--- config.mk ---
export PLATFORM = sky130hd
export DESIGN_NAME = rx_event_tracker
export DESIGN_NICKNAME = d
export VERILOG_FILES = /design/src/rtl/rx_mgr_pkg.sv /design/src/rtl/rx_ch_counter.sv /design/src/rtl/rx_event_tracker.sv
export SDC_FILE = /design/constraint.sdc
export NUM_CORES = 2
export LEC_CHECK = 0
export CAP_MARGIN = 0
export CORE_UTILIZATION = 50
export DETAILED_ROUTE_END_ITERATION = 10
export PLACE_DENSITY_LB_ADDON = 0.05
export SYNTH_ARGS = -nofsm -noshare
export SYNTH_HDL_FRONTEND = slang
export SYNTH_SLANG_ARGS = --single-unit
--- constraint.sdc ---
create_clock -name clk -period 49.7 [get_ports clk]
set_clock_uncertainty 0.1 [all_clocks]
set_input_delay 12.425 -clock clk [delete_from_list [all_inputs] [get_ports clk]]
set_output_delay 12.425 -clock clk [all_outputs]
set_load 0.1 [all_outputs]
--- src/rtl/rx_mgr_pkg.sv ---
// -----------------------------------------------------------------------------
// rx_mgr_pkg
// Shared definitions for the receive-event tracker:
//   - DEF_CNT_W       : default width of the rx counters and of evt_tx
//   - backlog_half()  : half of the counter range; a raw backlog at or above
//                       this value means tx is ahead of rx and reads as 0
//   - lock_e          : need_check lock state, ARMED = 0 / LOCKED = 1
// -----------------------------------------------------------------------------
package rx_mgr_pkg;

  localparam int DEF_CNT_W = 16;

  function automatic int unsigned backlog_half(input int cnt_w);
    return 32'd1 << (cnt_w - 1);
  endfunction

  localparam int unsigned DEF_BACKLOG_HALF = backlog_half(DEF_CNT_W);

  typedef enum logic {
    LOCK_ARMED  = 1'b0,
    LOCK_LOCKED = 1'b1
  } lock_e;

endpackage : rx_mgr_pkg

--- src/rtl/rx_ch_counter.sv ---
// -----------------------------------------------------------------------------
// rx_ch_counter
// One receive channel: counts din pulses and derives the channel backlog
// against the shared transmitted-event count.
//   clk, reset_n : clock, asynchronous active-low reset
//   clr          : synchronous clear, wins over din
//   din          : one-cycle event pulse
//   evt_tx       : shared count of events already read out
//   backlog      : (next evt_rx - evt_tx) mod 2**CNT_W, folded to 0 when tx
//                  is ahead (combinational, feeds the registered top outputs)
//   ovf          : sticky, set once backlog reaches MAX_BACKLOG
// -----------------------------------------------------------------------------
module rx_ch_counter
  import rx_mgr_pkg::*;
#(
  parameter int          CNT_W       = DEF_CNT_W,
  parameter int unsigned MAX_BACKLOG = backlog_half(CNT_W) - 1
) (
  input  logic             clk,
  input  logic             reset_n,
  input  logic             clr,
  input  logic             din,
  input  logic [CNT_W-1:0] evt_tx,
  output logic [CNT_W-1:0] backlog,
  output logic             ovf
);

  localparam logic [CNT_W-1:0] HALF = CNT_W'(backlog_half(CNT_W));

  logic [CNT_W-1:0] r_evt_rx;
  logic [CNT_W-1:0] w_evt_rx_next;
  logic [CNT_W-1:0] w_raw;
  logic             r_ovf;

  // Backlog is taken from the next counter value so the registered outputs
  // at the top see the din of this cycle one cycle later, not two.
  always_comb begin
    w_evt_rx_next = clr ? '0 : r_evt_rx + CNT_W'(din);
    w_raw         = w_evt_rx_next - evt_tx;
    backlog       = (w_raw >= HALF) ? '0 : w_raw;
  end

  // NOTE: clocked state uses non-blocking assignments so every register
  // samples pre-edge values regardless of statement order.
  always_ff @(posedge clk or negedge reset_n) begin
    if (!reset_n) begin
      r_evt_rx <= '0;
      r_ovf    <= 1'b0;
    end else begin
      r_evt_rx <= w_evt_rx_next;
      if (clr)
        r_ovf <= 1'b0;
      else if (backlog >= CNT_W'(MAX_BACKLOG))
        r_ovf <= 1'b1;
    end
  end

  assign ovf = r_ovf;

endmodule : rx_ch_counter

--- src/rtl/rx_event_tracker.sv ---
// -----------------------------------------------------------------------------
// rx_event_tracker
// Per-channel receive-event bookkeeping. Raises need_read when every enabled
// channel holds an unread event and pulses need_check on the first readable
// event after reset/clear and on every single-step advance of evt_tx.
//   clk, reset_n : clock, asynchronous active-low reset
//   clr          : synchronous soft clear (same effect as reset)
//   din          : per-channel event pulses
//   ch_mask      : 1 = channel participates in need_read / min / skew
//   evt_tx       : count of events already read out
//   need_read    : every enabled channel has backlog > 0 (registered)
//   need_check   : one-cycle L1A check request (registered)
//   ovf          : sticky per-channel backlog overflow
//   min_backlog  : smallest backlog across enabled channels (0 if none)
// Optional build macro RX_SKEW_MON_EN adds parameter MAX_SKEW and ports
//   max_skew     : registered max - min backlog over enabled channels
//   skew_err     : sticky, set when max_skew exceeds MAX_SKEW
// -----------------------------------------------------------------------------
module rx_event_tracker
  import rx_mgr_pkg::*;
#(
  parameter int          NUM_CH      = 16,
  parameter int          CNT_W       = DEF_CNT_W,
  parameter int unsigned MAX_BACKLOG = backlog_half(CNT_W) - 1
`ifdef RX_SKEW_MON_EN
  ,
  parameter int unsigned MAX_SKEW    = 4
`endif
) (
  input  logic              clk,
  input  logic              reset_n,
  input  logic              clr,
  input  logic [NUM_CH-1:0] din,
  input  logic [NUM_CH-1:0] ch_mask,
  input  logic [CNT_W-1:0]  evt_tx,
  output logic              need_read,
  output logic              need_check,
  output logic [NUM_CH-1:0] ovf,
  output logic [CNT_W-1:0]  min_backlog
`ifdef RX_SKEW_MON_EN
  ,
  output logic [CNT_W-1:0]  max_skew,
  output logic              skew_err
`endif
);

  logic [CNT_W-1:0]  w_backlog [NUM_CH];
  logic [NUM_CH-1:0] w_nz;

  for (genvar g = 0; g < NUM_CH; g++) begin : g_ch
    rx_ch_counter #(
      .CNT_W       (CNT_W),
      .MAX_BACKLOG (MAX_BACKLOG)
    ) u_cnt (
      .clk     (clk),
      .reset_n (reset_n),
      .clr     (clr),
      .din     (din[g]),
      .evt_tx  (evt_tx),
      .backlog (w_backlog[g]),
      .ovf     (ovf[g])
    );
    assign w_nz[g] = |w_backlog[g];
  end

  logic              w_need_read_next;
  logic [CNT_W-1:0]  w_min;
  logic [CNT_W-1:0]  w_max;
  logic [CNT_W-1:0]  w_tx_diff;
  logic              w_need_check_next;
  lock_e             r_lock;
  lock_e             w_lock_next;
  logic [CNT_W-1:0]  r_evt_tx_d;
  logic              r_need_read;
  logic              r_need_check;
  logic [CNT_W-1:0]  r_min_backlog;

  // Masked-off channels are forced to 1 so they never block the AND.
  assign w_need_read_next = (|ch_mask) & (&(w_nz | ~ch_mask));

  // NOTE: every signal driven here gets a default first, so no path through
  // the block can leave a value unassigned and infer a latch.
  always_comb begin
    w_min = '1;
    w_max = '0;
    for (int i = 0; i < NUM_CH; i++) begin
      if (ch_mask[i]) begin
        if (w_backlog[i] < w_min) w_min = w_backlog[i];
        if (w_backlog[i] > w_max) w_max = w_backlog[i];
      end
    end
    if (ch_mask == '0) w_min = '0;
  end

  // Lock FSM: the first check needs evt_tx = 0; afterwards only a +1 step of
  // evt_tx (mod 2**CNT_W) qualifies, so jumps never request a check.
  always_comb begin
    w_lock_next       = r_lock;
    w_need_check_next = 1'b0;
    w_tx_diff         = evt_tx - r_evt_tx_d;
    case (r_lock)
      LOCK_ARMED: begin
        if (w_need_read_next && (evt_tx == '0)) begin
          w_need_check_next = 1'b1;
          w_lock_next       = LOCK_LOCKED;
        end
      end
      LOCK_LOCKED: begin
        if (w_need_read_next && (w_tx_diff == CNT_W'(1)))
          w_need_check_next = 1'b1;
      end
      default: w_lock_next = LOCK_ARMED;
    endcase
  end

  always_ff @(posedge clk or negedge reset_n) begin
    if (!reset_n) begin
      r_lock        <= LOCK_ARMED;
      r_evt_tx_d    <= '0;
      r_need_read   <= 1'b0;
      r_need_check  <= 1'b0;
      r_min_backlog <= '0;
    end else if (clr) begin
      r_lock        <= LOCK_ARMED;
      r_evt_tx_d    <= '0;
      r_need_read   <= 1'b0;
      r_need_check  <= 1'b0;
      r_min_backlog <= '0;
    end else begin
      r_lock        <= w_lock_next;
      r_evt_tx_d    <= evt_tx;
      r_need_read   <= w_need_read_next;
      r_need_check  <= w_need_check_next;
      r_min_backlog <= w_min;
    end
  end

  assign need_read   = r_need_read;
  assign need_check  = r_need_check;
  assign min_backlog = r_min_backlog;

`ifdef RX_SKEW_MON_EN
  logic [CNT_W-1:0] w_skew;
  logic [CNT_W-1:0] r_max_skew;
  logic             r_skew_err;

  // With no channel enabled both w_max and w_min are 0, giving skew 0.
  assign w_skew = w_max - w_min;

  always_ff @(posedge clk or negedge reset_n) begin
    if (!reset_n) begin
      r_max_skew <= '0;
      r_skew_err <= 1'b0;
    end else if (clr) begin
      r_max_skew <= '0;
      r_skew_err <= 1'b0;
    end else begin
      r_max_skew <= w_skew;
      if (w_skew > CNT_W'(MAX_SKEW)) r_skew_err <= 1'b1;
    end
  end

  assign max_skew = r_max_skew;
  assign skew_err = r_skew_err;
`else
  logic w_unused_max;
  assign w_unused_max = ^w_max;
`endif

endmodule : rx_event_tracker

Word-level counts from Yosys, hierarchy flattened:

Cells that the tools add are included.

* flip-flop bits (word level): 307
* input bits: 51
* output and inout bits: 34
* word-level logic and storage cells: 267

* add/sub/neg operators: 33
* $lt $le $gt $ge: 48
* eq/ne operators: 1
* multiplexer cells: 106
* bitwise gates (word level): 4
* reduce and logical (&&, ||, !) cells: 38

Operator list (count)
* $mux 16: 67
* $reduce_or 16->1: 17
* $sub 16x16->16: 17
* $add 16x1->16: 16
* $ge 16x15->1 const B: 16
* $ge 16x16->1 const B: 16
* $lt 16x16->1: 15
* $mux 1: 38
* $logic_not 16->1: 2
* $reduce_bool 2->1: 16
* $eq 16x1->1 const B: 1
* $lt 16x16->1 const B: 1
* $not 16->16: 1
* $or 16x16->16: 1
* $reduce_and 16->1: 1
* $logic_and 1x1->1: 2
* $pmux 1 s2: 1
* $and 1x1->1: 1
* $not 1->1: 1

Longest topological paths before layout:

* depth after elaboration: 55
* depth in mapped cells: 230
* depth with buffers taken out: 212

Hierarchy:

A second synthesis with hierarchy kept.

* cell total of the unflattened synthesis: 5447
* area total of the unflattened synthesis: 42349.4 um^2

By module, submodules not included
* rx_ch_counter (g_ch[13].u_cnt ...): instances 9, cells an instance 248, area each 1961.9 um^2, sequential area each 425.4 um^2
* rx_ch_counter (g_ch[0].u_cnt ...): instances 7, cells an instance 220, area each 1816.7 um^2, sequential area each 425.4 um^2
* rx_event_tracker: instances 1, cells an instance 1675, area each 11975.2 um^2, sequential area each 875.8 um^2

Least setup slack after synthesis:

No wires, ideal clock.

* kind: input port to flip-flop
* from: in clr
* to: reg r_min_backlog[10], in the netlist min_backlog[10]
* library setup time: 0.094 ns
* arrival time: 49.952 ns
* data required time: 49.506 ns
* setup slack: -0.446 ns
* stages on the path: 215
* buffers on the path: 23
* path through: clkbuf_1 buf_4 clkbuf_1 clkbuf_1 clkbuf_1 nor2_1 ha_1 nor2b_1 o21ai_0 nand2b_1 a21o_1 a21o_1 a21o_1 a21o_1 a21o_1 a21o_1 a21o_1 a21o_1 (+179 left out) buf_6 o21a_1 ha_1 a21o_1 a21o_1 a21oi_1 nor2b_1 o21ai_0 nand2b_1 a21oi_1 nor2b_1 nor3b_1 nand2_1 nor3b_1 and3_1 nor2_1 clkbuf_1 a211oi_1

* elaborated cells between the ends (all ways): 114
* those cells by class: add/sub: 16; order compare: 32; mux: 66

RTL lines
* start, declared: line rx_event_tracker.sv:32 `input logic clr,`
* $mux 16 *: line rx_ch_counter.sv:38 `w_evt_rx_next = clr ? '0 : r_evt_rx + CNT_W'(din);`
* via g_ch[1].u_cnt.w_evt_rx_next[2]: line rx_ch_counter.sv:31 `logic [CNT_W-1:0] w_evt_rx_next;`
* $sub 16x16->16 *: line rx_ch_counter.sv:39 `w_raw = w_evt_rx_next - evt_tx;`
* $ge 16x16->1: line rx_ch_counter.sv:40 `backlog = (w_raw >= HALF) ? '0 : w_raw;`
* $mux 16 *: line rx_ch_counter.sv:40
* $lt 16x16->1: line rx_event_tracker.sv:88 `if (w_backlog[i] < w_min) w_min = w_backlog[i];`
* $mux 16 *: line rx_event_tracker.sv:88
* $mux 16 *: line rx_event_tracker.sv:87 `if (ch_mask[i]) begin`
* (+36 left out)
* $lt 16x16->1: line rx_event_tracker.sv:88
* $mux 16: line rx_event_tracker.sv:88
* $mux 16 *: line rx_event_tracker.sv:87
* $lt 16x16->1: line rx_event_tracker.sv:88
* $mux 16: line rx_event_tracker.sv:88
* $mux 16 *: line rx_event_tracker.sv:87
* $mux 16 *: line rx_event_tracker.sv:92 `if (ch_mask == '0) w_min = '0;`
* $mux 16 *: line rx_event_tracker.sv:123 `end else if (clr) begin`
* end signal, assigned: line rx_event_tracker.sv:134 `r_min_backlog <= w_min;`
* end, declared: line rx_event_tracker.sv:76 `logic [CNT_W-1:0] r_min_backlog;`

Mark *: on every way through the listed nets, which the timed path passes. The rest lies on a longest branch.
A chain may end at the register's enable or synchronous reset.

Final worst setup path:

* from: in din[1]
* to: reg r_min_backlog[10], in the netlist min_backlog[10]

* word-level cells in the longest chain between the ends: 52

RTL lines
* start, declared: line rx_event_tracker.sv:33 `input logic [NUM_CH-1:0] din,`
* $add 16x1->16 *: line rx_ch_counter.sv:38
* $mux 16 *: line rx_ch_counter.sv:38
* via g_ch[1].u_cnt.w_evt_rx_next[2]: line rx_ch_counter.sv:31
* $sub 16x16->16 *: line rx_ch_counter.sv:39
* $ge 16x16->1: line rx_ch_counter.sv:40
* $mux 16 *: line rx_ch_counter.sv:40
* $lt 16x16->1: line rx_event_tracker.sv:88
* $mux 16 *: line rx_event_tracker.sv:88
* (+37 left out)
* $lt 16x16->1: line rx_event_tracker.sv:88
* $mux 16: line rx_event_tracker.sv:88
* $mux 16 *: line rx_event_tracker.sv:87
* $lt 16x16->1: line rx_event_tracker.sv:88
* $mux 16: line rx_event_tracker.sv:88
* $mux 16 *: line rx_event_tracker.sv:87
* $mux 16 *: line rx_event_tracker.sv:92
* $mux 16 *: line rx_event_tracker.sv:123

Marked as above.

==> flow_summary.yaml <==
die:
  io_pins: 85
  fp.coreArea_um2: 70030
  row_count: 97
  die-area_um2: 71770
  chipHeight_um: 267.9
  dieWidth_um: 267.9
  start_util_pct: 50.48
synth:
  synth_edf_count: 0
  synthAdderAreaFrac_pct: 18.32
  synth_xor_area_share_pct: 10.79
  synth_flop_cell: "dfrtp_1"
  synthTopCellsByArea: "dfrtp_1, ha_1, xor2_1"
  synth_cell_type_count: 107
  synthArstFlopShare_pct: 100.0
  yosys_warnings: 0
  synth_top_area_cell: "dfrtp_1"
  synth_top_family_by_area: "simple AND/OR/NAND/NOR gates"
  muxShareOfSynthArea_pct: 2.977
  syn_inst: 4355
  synthesis.area_um2: 35350
  ys_seq_area_share_pct: 21.73
  synth-compound-area-share_pct: 18.68
  synth_top_area_share_pct: 21.73
  synthSimpleGateAreaFrac_pct: 22.97
  postSynthAreaPerCell_um2: 8.117
  ys_ff_latch: 307
sta:
  final_max_slew_viol_count: 0
  max_slew.worst_pin.slew_ns: 1.035
  min_period_over_period_pct: 96.38
  hold_violations: 0
  fin_crit_ns: 47.90
  max_freq_mhz: 20.88
  slew_headroom_pct: 29.21
  finalSetupViolCount: 0
finish:
  syn2layout_area_growth_pct: 14.16
  final_nets: 5109
  post-route-util_pct: 57.63
  drive_gt1_share_pct: 10.23
  multi_input_area_um2: 26750
  register_area_um2: 7682
  fin_area_um2: 40360
  nFillCells: 6537
placed_design:
  place_area_um2: 37670
  dp_hpwl_um: 84960
  port_buffers: 84
  place.gp.congestion: 1.003
worst_setup_path:
  max_stage_delay_ns: 0.53
  critPathLaunch: "din[1]"
  end_kind: "register"
  crit_slowest_cell: "or4_1"
  rr_startpoint: "g_ch[1].u_cnt.r_evt_rx[0]$_DFF_PN0_"
  crit_family: "compound AO/OA/AOI/OAI gates"
  critPathBufInv: 19
  crit_arrival_ns: 48.27
  path_max_fanout: 18
  crit_type: "input pin to register"
  crit_path_start_kind: "input pin"
  crit_path_frequent_cell: "a21o_1"
  cp.required_ns: 50.07
pwr:
  power_density_nw_per_um2: 27.21
  ir_worst_vdd_v: 0.00002467
  p_leak_nw: 20.95
drt:
  antenna_left: 0
  routed_wl_um: 111600
  vias: 32393
  wl_per_cell_um: 20.19
  first_pass_iters: 8
  drt_iter0_markers: 2689
  route.detailed.drc: 0
  vias_per_cell: 5.862
grt:
  grt_pass1_wl_um: 171300
  grt_max_degree: 131
  grt_pass1_vias: 30372
  grt_overflow: 0
  antenna_found_initial: 2
  grt_util_all_layers_pct: 30.47
clocking:
  cts_made_buffers: 42
  clock-sinks: 307
  htree_levels: 2
  cts.root.buffer_cell: "clkbuf_16"
  clk_pin_slew_ns: 0.06
  cts_tree: "built"
  clock_latency_ns: 0.59
  clock_path_buffers: 3
worst_hold_path:
  hold_class: "register to register"
  min_from: "r_lock$_DFF_PN0_"
outcome:
  outcome: "finished clean"
run:
  drv_cap: 0
==> final timing paths <==
kind | end | slack (ns) | cells after the start
max reg2reg | min_backlog[10]$_DFF_PN0_ | 13.71 | 197
min in group asynchronous | r_evt_tx_d[5]$_DFF_PN0_ | 11.75 | 1
min reg2reg | need_check$_DFF_PN0_ | 0.38 | 1
max in group asynchronous | g_ch[4].u_cnt.r_evt_rx[9]$_DFF_PN0_ | 35.75 | 3
min | need_check$_DFF_PN0_ | 0.38 | 1
max | min_backlog[10]$_DFF_PN0_ | 1.80 | 198
==> state kept, by name (all words and copies together), names as in the netlist <==
register,cells
g_ch.u_cnt.ovf,16
r_evt_tx_d,16
min_backlog,16
need_read,1
need_check,1
r_lock,1
g_ch.u_cnt.r_evt_rx,256
==> worst reg2reg max path, delay by kind of cell, from the launching register on <==
kind | cells | cell delay [ns]
AOI/OAI and AO/OA | 93 | 17.09
and+or+nand+nor | 61 | 8.63
muxes | 5 | 1.62
adders and majority gates | 18 | 5.10
xor gates and xnor gates | 2 | 0.25
DFF | 1 | 0.39
buffers and inverters | 18 | 2.73
==> cells in the mapped netlist, types with 8 or more instances <==
| library cell | instances |
|---|---|
| ha_1 | 488 |
| nor2_1 | 459 |
| nand2_1 | 351 |
| dfrtp_1 | 307 |
| a21o_1 | 281 |
| xor2_1 | 266 |
| inv_1 | 261 |
| a21oi_1 | 260 |
| o21ai_0 | 191 |
| xnor2_1 | 160 |
| nand3_1 | 152 |
| nand4_1 | 115 |
| nand2b_1 | 100 |
| nor2b_1 | 91 |
| clkbuf_1 | 76 |
| and3_1 | 64 |
| nor4_1 | 60 |
| nor3_1 | 58 |
| mux2_2 | 55 |
| and2_1 | 48 |
| or3_1 | 43 |
| mux2i_1 | 37 |
| buf_4 | 33 |
| a211oi_1 | 29 |
| a31oi_1 | 25 |
| a21boi_0 | 22 |
| or2_2 | 21 |
| and4_1 | 19 |
| o211ai_1 | 19 |
| fa_1 | 17 |
| o21a_1 | 17 |
| o2111ai_1 | 12 |
| o21bai_1 | 11 |
| a41oi_1 | 10 |
| or4_1 | 10 |
| nor3b_1 | 9 |
| o22ai_1 | 9 |
| buf_2 | 8 |
| nand3b_1 | 8 |
| o31ai_1 | 8 |
==> cell usage in the layout (no fill, tap or decap), types with 91 or more instances in the layout <==
| cell type | instances |
|---|---|
| ha_1 | 485 |
| nor2_1 | 455 |
| nand2_1 | 348 |
| dfrtp_1 | 307 |
| a21o_1 | 280 |
| xor2_1 | 266 |
| inv_1 | 252 |
| a21oi_1 | 230 |
| o21ai_0 | 161 |
| xnor2_1 | 160 |
| buf_4 | 157 |
| nand3_1 | 150 |
| nand4_1 | 115 |
| nand2b_1 | 100 |
| nor2b_1 | 91 |
==> through the flow <==
step	total power [mW]	std cells	worst slack [ns]	hold WS, ns	TNS [ns]
after floorplan	0.5775	4369	0.1350	0.3288	0
after global placement	0.7116	5383	-0.6489	0.3394	-7.664
after detailed placement	0.7111	5383	-1.369	0.3652	-19.42
after CTS	1.056	5461	0.01937	0.3730	0
after global routing	1.159	5524	-0.6019	0.3972	-8.576
final	1.098	5526	1.800	0.3774	0
==> what timing repair did <==
item                                    CTS  global route
pin swaps                                 0            45
resized for setup                         4           160
endpoints found under the setup margin   16            16
hold buffers                              0             0
buffers inserted                          3            56
gates cloned                              0             7
==> metal layers <==
metal	vias to the layer above	GRT usage [%]	share of wire, %
met2	932	48.02	44
met5	-	0	0
met3	188	3.555	5.6
met4	0	8.602	2.8
met1	15318	43.69	47
li1	15955	-	-
==> layout make-up <==
cell class                      instances  area share [%]
Multi-Input combinational cell       3683           66.30
Sequential cell                       307           19.04
Timing Repair Buffer                  258           5.565
Clock buffer                           54           2.917
Tap cell                              940           2.914
Inverter                              261           2.428
Clock inverter                         21          0.8309
Antenna cell                            2         0.01240
==> where the power goes <==
group | internal (mW) | switching [mW]
clock | 0.209 | 0.128
combinational | 0.195 | 0.306
sequential | 0.257 | 0.00282
==> logic make-up (layout without fill, tap and decap cells) <==
logic type	after synthesis	count (layout)
other	1	17
XOR/XNOR	430	430
AO/OA/AOI/OAI	993	995
flip-flops	307	307
multiplexers	96	96
adder cells (fa/ha/maj)	508	508
AND/OR/NAND/NOR	1637	1639
buffers and inverters	383	594
Note: power is estimated with default switching activity, not from simulation.
